File: src/rtl/br_hist_pipe_pkg.sv
// br_hist_pipe_pkg: shared widths and field positions for the branch-history pipeline
package br_hist_pipe_pkg;
  localparam int PC_W_DEF = 32;
  localparam int CNT_W_DEF = 16;
  localparam int PRED_TAKEN_BIT = 0;
endpackage

File: src/rtl/br_hist_stage.sv
// br_hist_stage: one valid/pc/pred pipeline register with load, hold and clear
module br_hist_stage #(
  parameter int PC_W = 32,
  parameter int PRED_W = 1
) (
  input  logic              clk,
  input  logic              rst,
  input  logic              load,
  input  logic              clr,
  input  logic              valid_i,
  input  logic [PC_W-1:0]   pc_i,
  input  logic [PRED_W-1:0] pred_i,
  output logic              valid_o,
  output logic [PC_W-1:0]   pc_o,
  output logic [PRED_W-1:0] pred_o
);
  logic              valid_q, valid_d;
  logic [PC_W-1:0]   pc_q, pc_d;
  logic [PRED_W-1:0] pred_q, pred_d;
  always_comb begin
    valid_d = clr ? 1'b0 : load ? valid_i : valid_q;
    pc_d = clr ? '0 : load ? pc_i : pc_q;
    pred_d = clr ? '0 : load ? pred_i : pred_q;
  end
  always_ff @(posedge clk) begin
    if (rst) begin
      valid_q <= 1'b0;
      pc_q <= '0;
      pred_q <= '0;
    end else begin
      valid_q <= valid_d;
      pc_q <= pc_d;
      pred_q <= pred_d;
    end
  end
  assign valid_o = valid_q;
  assign pc_o = pc_q;
  assign pred_o = pred_q;
endmodule

File: src/rtl/br_hist_pipe.sv
// br_hist_pipe: fetch-to-resolve branch PC/prediction pipeline with flush, stall and mispredict stats
module br_hist_pipe
  import br_hist_pipe_pkg::*;
#(
  parameter int DEPTH = 2,
  parameter int PC_W = PC_W_DEF,
  parameter int PRED_W = 1,
  parameter int CNT_W = CNT_W_DEF,
  parameter bit AUTO_FLUSH = 1'b1
) (
  input  logic              clk,
  input  logic              rst,
  input  logic              Valid_in,
  input  logic [PC_W-1:0]   PC_in,
  input  logic [PRED_W-1:0] Br_pred_in,
  input  logic              Stall,
  input  logic              Flush,
  input  logic              Br_taken,
  output logic              Valid_out,
  output logic [PC_W-1:0]   PC_out,
  output logic [PRED_W-1:0] Br_pred_out,
  output logic              Mispredict,
  output logic [CNT_W-1:0]  Br_cnt,
  output logic [CNT_W-1:0]  Mispred_cnt
);
  logic              st_v    [DEPTH];
  logic [PC_W-1:0]   st_pc   [DEPTH];
  logic [PRED_W-1:0] st_pred [DEPTH];
  logic retire, eff_flush, load;
  logic [CNT_W-1:0] br_cnt_q, br_cnt_d, mis_cnt_q, mis_cnt_d;
  for (genvar s = 0; s < DEPTH; s++) begin : g_stage
    logic              v_i;
    logic [PC_W-1:0]   pc_i;
    logic [PRED_W-1:0] pred_i;
    if (s == 0) begin : g_head
      // bubbles enter with zeroed payload so invalid stages never carry stale data
      assign v_i = Valid_in;
      assign pc_i = Valid_in ? PC_in : '0;
      assign pred_i = Valid_in ? Br_pred_in : '0;
    end else begin : g_body
      assign v_i = st_v[s-1];
      assign pc_i = st_pc[s-1];
      assign pred_i = st_pred[s-1];
    end
    br_hist_stage #(.PC_W(PC_W), .PRED_W(PRED_W)) u_stage (
      .clk(clk), .rst(rst), .load(load), .clr(eff_flush),
      .valid_i(v_i), .pc_i(pc_i), .pred_i(pred_i),
      .valid_o(st_v[s]), .pc_o(st_pc[s]), .pred_o(st_pred[s])
    );
  end
  always_comb begin
    retire = Valid_out & ~Stall;
    Mispredict = retire & (Br_taken != Br_pred_out[PRED_TAKEN_BIT]);
    eff_flush = Flush | (AUTO_FLUSH & Mispredict);
    load = ~Stall & ~eff_flush;
    br_cnt_d = (retire && br_cnt_q != {CNT_W{1'b1}}) ? br_cnt_q + CNT_W'(1) : br_cnt_q;
    mis_cnt_d = (Mispredict && mis_cnt_q != {CNT_W{1'b1}}) ? mis_cnt_q + CNT_W'(1) : mis_cnt_q;
  end
  always_ff @(posedge clk) begin
    if (rst) begin
      br_cnt_q <= '0;
      mis_cnt_q <= '0;
    end else begin
      br_cnt_q <= br_cnt_d;
      mis_cnt_q <= mis_cnt_d;
    end
  end
  assign Valid_out = st_v[DEPTH-1];
  assign PC_out = st_pc[DEPTH-1];
  assign Br_pred_out = st_pred[DEPTH-1];
  assign Br_cnt = br_cnt_q;
  assign Mispred_cnt = mis_cnt_q;
endmodule

File: config.mk
export PLATFORM = sky130hd
export DESIGN_NAME = br_hist_pipe
export DESIGN_NICKNAME = d
export VERILOG_FILES = /design/src/rtl/br_hist_pipe_pkg.sv /design/src/rtl/br_hist_stage.sv /design/src/rtl/br_hist_pipe.sv
export SDC_FILE = /design/constraint.sdc
export NUM_CORES = 1
export LEC_CHECK = 0
export CAP_MARGIN = 20
export CORE_AREA = 2 2 92 94
export CTS_CLUSTER_SIZE = 16
export DETAILED_ROUTE_END_ITERATION = 6
export DIE_AREA = 0 0 94 96
export PLACE_DENSITY = 0.82
export SYNTH_ARGS = -nofsm -noshare
export SYNTH_HDL_FRONTEND = slang
export SYNTH_SLANG_ARGS = --single-unit
File: constraint.sdc
create_clock -name clk -period 2.93 [get_ports clk]
set_clock_uncertainty 0.15 [all_clocks]
set_input_delay 0.293 -clock clk [delete_from_list [all_inputs] [get_ports clk]]
set_output_delay 0.293 -clock clk [all_outputs]
set_load 0.02 [all_outputs]
After elaboration in Yosys (flattened, before gate mapping)
Cells that the tools add are included.
- register bits after elaboration: 100
- latch bits: 0
- memory bits (writable): 0
- bits in read-only memories: 0
- logic and storage cells: 24
- memories kept: 0
- add/sub/neg operators: 2
- $mul: 0
- divide/modulo/power cells: 0
- order comparisons: 0
- equality and inequality tests: 3
- shift operators: 0
- multiplexer cells: 2
- bitwise logic cells: 6
- reduce and logical (&&, ||, !) cells: 3
- operators by type and width (kind ; count):
    $add 16x1->16 const B ; 2
    $mux 32 ; 1
    $ne 16x16->1 const B ; 2
    $and 1x1->1 ; 3
    $logic_and 1x1->1 ; 2
    $not 1->1 ; 2
    $reduce_or 2->1 ; 1
    $mux 1 ; 1
    $ne 1x1->1 ; 1
    $or 1x1->1 ; 1

Depth between registers and ports, before layout
Gate-level depths: netlist of the first run.
- word-level depth: 6
- mapped depth: 7

Modules after synthesis
From an unflattened synthesis of the first run, not the netlist that was laid out.
- cell total of the unflattened synthesis: 452
- area, all modules: 4441.8 sq um
- modules (own cells, without submodules) (module ; instances ; cells each ; area an instance (sq um) ; sequential area each (sq um)):
    br_hist_stage ; 2 ; 111 ; 1252.5 ; 680.7
    br_hist_pipe ; 1 ; 230 ; 1936.9 ; 640.6

Worst setup path after synthesis of the first run
No wires, ideal clock.
- path kind: reg-to-reg
- start point: reg mis_cnt_q[0] (netlist: Mispred_cnt[0])
- end point: reg mis_cnt_q[14] (netlist: Mispred_cnt[14])
- library setup time: 0.070 ns
- data arrival time: 1.899 ns
- required time: 2.710 ns
- slack: 0.811 ns
- cell stages (with the launch flop): 7
- path through: dfxtp_1 -> ha_1 -> nand3_1 -> or3_1 -> clkbuf_1 -> or4_1 -> a21oi_1
- word-level cells in the longest chain between the ends: 2
- ends and longest elaborated chain (element ; line ; source):
    from (decl) ; br_hist_pipe.sv:30 ; logic [CNT_W-1:0] br_cnt_q, br_cnt_d, mis_cnt_q, mis_cnt_d;
    from (signal assigned) ; br_hist_pipe.sv:65 ; mis_cnt_q <= mis_cnt_d;
    parallel branches: the longest is 2 deep, another holds $add 16x1->16 ; n/a ;
Several ways; the timed one is not identified.
A chain may end at the register's enable or synchronous reset.

Final worst setup path of the first run
- start point: in Br_taken
- end point: out Mispredict
- word-level cells in the longest chain between the ends: 2
- ends and longest elaborated chain (element ; line ; source):
    from (decl) ; br_hist_pipe.sv:18 ; input logic Br_taken,
    $ne 1x1->1 ; br_hist_pipe.sv:53 ; Mispredict = retire & (Br_taken != Br_pred_out[PRED_TAKEN_BIT]);
    $and 1x1->1 ; br_hist_pipe.sv:53 ;
    to (decl) ; br_hist_pipe.sv:22 ; output logic Mispredict,
Every way passes these cells.

==> flow_metrics.py, run 1 <==
metrics = {
    "routing": {
        "via_per_inst": 5.93,
        "vias": 3764,
        "dr.pass1.iters": 5,
        "drcViolationCount": 0,
        "wire_per_inst_um": 15.7,
        "wl_mm": 9.98,
        "drt_iter0_drc": 182,
        "ant_nets": 0,
    },
    "synth": {
        "postSynthAreaPerCell_um2": 9.30,
        "ys_ff_latch": 100,
        "synthArstFlopShare_pct": 0,
        "syn_nets": 475,
        "yosys.area_share.simple_pct": 20.7,
        "synth_xor_area_share_pct": 0.434,
        "synth_cell_types": 49,
        "synthMuxAreaShare_pct": 1.05,
        "synth_top_family_by_area": "compound AO/OA/AOI/OAI gates",
        "synth_warnings": 0,
        "synthesis.area_um2": 4040,
        "yosysSeqAreaShare_pct": 49.6,
        "synthCells": 434,
        "ys_dominant_reg_cell": "dfxtp_1",
        "synth-edff-count": 0,
        "synth_fa_ha_area_share_pct": 0.620,
        "synth_compound_area_share_pct": 23.2,
    },
    "timing": {
        "setup_viol_count_final": 0,
        "hold_viol": 0,
        "setup_tns_ns": 0,
        "fmax_ghz": 0.379,
        "slew_headroom_pct": 51.1,
        "rsz0062_at_grt": "false",
        "min_period_ns": 2.64,
        "setup_ws_ns": 0.289,
        "post-route-period-util_pct": 90.1,
        "drv_slew": 0,
        "tightest_slew_ns": 0.726,
    },
    "placed_design": {
        "gp_congestion": 0.850,
        "place_ws_ns": 0.298,
        "dpl.hpwl_mm": 6.69,
        "portBuffers": 105,
    },
    "hold_path": {
        "hold_path_startpoint": "g_stage[0].u_stage.pc_o[5]",
        "hold_path_class": "flop to flop",
        "whs_endpoint": "g_stage[0].u_stage.pc_o[5]",
        "hold_depth": 2,
    },
    "cts": {
        "cts.htree.levels": 3,
        "clkTransAtPathRegs_ns": 0.09,
        "clockBufferDepth": 2,
        "cts_setup_buffers": 0,
        "cts_tree": "yes",
        "cts_resized": 0,
        "cts_root_buffer": "clkbuf_8",
        "ctsHoldBuffers": 0,
        "cts_buffers": 9,
        "cts.sinks": 100,
        "clk_latency_ns": 0.35,
    },
    "setup_path": {
        "required_ns": 2.49,
        "critical_path.startpoint_type": "input pin",
        "r2r-end": "Mispred_cnt[6]",
        "worstPathArrival_ns": 2.20,
        "path_max_fanout": 7,
        "regToRegSetupSlack_ns": 0.69,
        "r2r_start": "Mispred_cnt[0]",
        "critPathKind": "input pin to output port",
        "reg2regPathDepth": 5,
        "crit_path_end_kind": "output port",
    },
    "finish": {
        "ff_latch_area_um2": 2000,
        "final_cell_mix": "clkdlybuf4s50_1 (105), dfxtp_1 (100), a21oi_1 (55), nand3_1 (46), nand2_1 (44)",
        "multi_input_area_um2": 1870,
        "num-fill-cells": 681,
        "nets": 566,
        "area_delta_synth_final_pct": 32.9,
        "diodes": 0,
        "layout_commonest_cell": "clkdlybuf4s50_1",
        "drive_above_1_share_pct": 12.6,
    },
    "global_route": {
        "antenna_found_initial": 0,
        "grt.total_usage_pct": 22.4,
        "grt_pass1_vias": 3478,
        "grt_max_degree": 69,
        "grt_pass1_wl_mm": 16.2,
        "grt_overflow": 0,
    },
    "die": {
        "num_rows": 33,
        "die_x_um": 94,
        "ios": 106,
        "start_util_pct": 50.1,
        "dieArea_um2": 9020,
        "die_h_um": 96,
        "coreArea_um2": 8050,
    },
    "status": {
        "status": "completed",
    },
    "flow_run": {
        "maxCapViolCount": 0,
    },
    "power_and_ir_drop": {
        "power_leakage_nw": 1.77,
        "ir_worst_vdd_v": 0.000334,
        "powerDensity_nw_per_um2": 476,
        "power_w": 0.00255,
    },
}
[layer usage]
layer / vias up / track usage [%] / wire length, µm / part of all wire [%]
met5: - / 0 / 0 / 0
met4: 0 / 6.88 / 110 / 1.1
met3: 9 / 6.03 / 795 / 8.0
met2: 140 / 37.5 / 4840 / 49
met1: 1782 / 28.4 / 4230 / 42
li1: 1833 / - / - / -
[registers in the layout, indices dropped and copies added, names as in the netlist]
signal,count
g_stage.u_stage.pc_o,64
g_stage.u_stage.valid_o,2
Mispred_cnt,16
g_stage.u_stage.pred_o,2
Br_cnt,16
[synth_stat cells (3+ instances only)]
| master | instances | area, µm² |
|---|---|---|
| dfxtp_1 | 100 | 2000 |
| a21oi_1 | 55 | 275 |
| nand3_1 | 46 | 230 |
| nand2_1 | 44 | 165 |
| o221a_2 | 34 | 383 |
| clkbuf_1 | 22 | 82.6 |
| nor3_1 | 11 | 55.1 |
| or4_1 | 10 | 75.1 |
| buf_2 | 9 | 45.0 |
| nand4_1 | 9 | 56.3 |
| o21ai_0 | 9 | 45.0 |
| o31ai_1 | 9 | 67.6 |
| nor2_1 | 8 | 30.0 |
| or3_1 | 8 | 50.1 |
| inv_1 | 7 | 26.3 |
| nor4_1 | 6 | 37.5 |
| o211ai_1 | 3 | 22.5 |
[critical path, cell delays in order]
cell             delay (ns)
clkdlybuf4s50_1        0.54
xor2_1                 0.35
nand3_1                0.25
inv_1                  0.15
clkdlybuf4s50_1        0.61
[power by group]
group / leakage (nW) / switching, W / internal (W) / total, W
registers: 0.811 / 0.0000197 / 0.00139 / 0.00141
logic: 0.865 / 0.000129 / 0.000123 / 0.000252
clock network: 0.0935 / 0.000489 / 0.000403 / 0.000892
[cell type report]
cell class                      count  share of cell area, %
Clock buffer                       10                   2.38
Clock inverter                      6                   1.33
Inverter                            9                  0.630
Multi-Input combinational cell    292                   34.9
Sequential cell                   100                   37.3
Tap cell                          105                   2.45
Timing Repair Buffer              113                   21.0
[worst max-delay path by stage]
stage               slack, ns         endpoint      startpoint
floorplan                0.81  Mispred_cnt[14]  Mispred_cnt[0]
global placement         0.35       Mispredict        Br_taken
detailed placement       0.30       Mispredict        Br_taken
CTS                      0.28       Mispredict        Br_taken
global route             0.18       Mispredict        Br_taken
finish                   0.29       Mispredict        Br_taken
[through the flow]
step / area, µm² / cells / utilization [%] / hold slack [ns]
after global routing: 5360 / 635 / 66.6 / 0.323
after CTS: 5360 / 635 / 66.6 / 0.308
after global placement: 5160 / 619 / 64.1 / 0.288
final: 5360 / 635 / 66.6 / 0.307
after detailed placement: 5160 / 619 / 64.1 / 0.296
after floorplan: 4040 / 434 / - / 0.281
[cell families (layout without fill, tap and decap cells)]
kind of cell,count (synthesis),in the layout
DFF,100,100
buffers and inverters,42,138
xor gates and xnor gates,2,2
AOI/OAI and AO/OA,126,126
muxes,4,4
and+or+nand+nor,158,158
adders and majority gates,2,2
Note: power is estimated with default switching activity, not from simulation.
==> run 2: changes to the inputs <==
CAP_MARGIN = 40   (was 20)
==> results of run 2 <==
Final layout, timing and power as in run 1 (identical DEF).
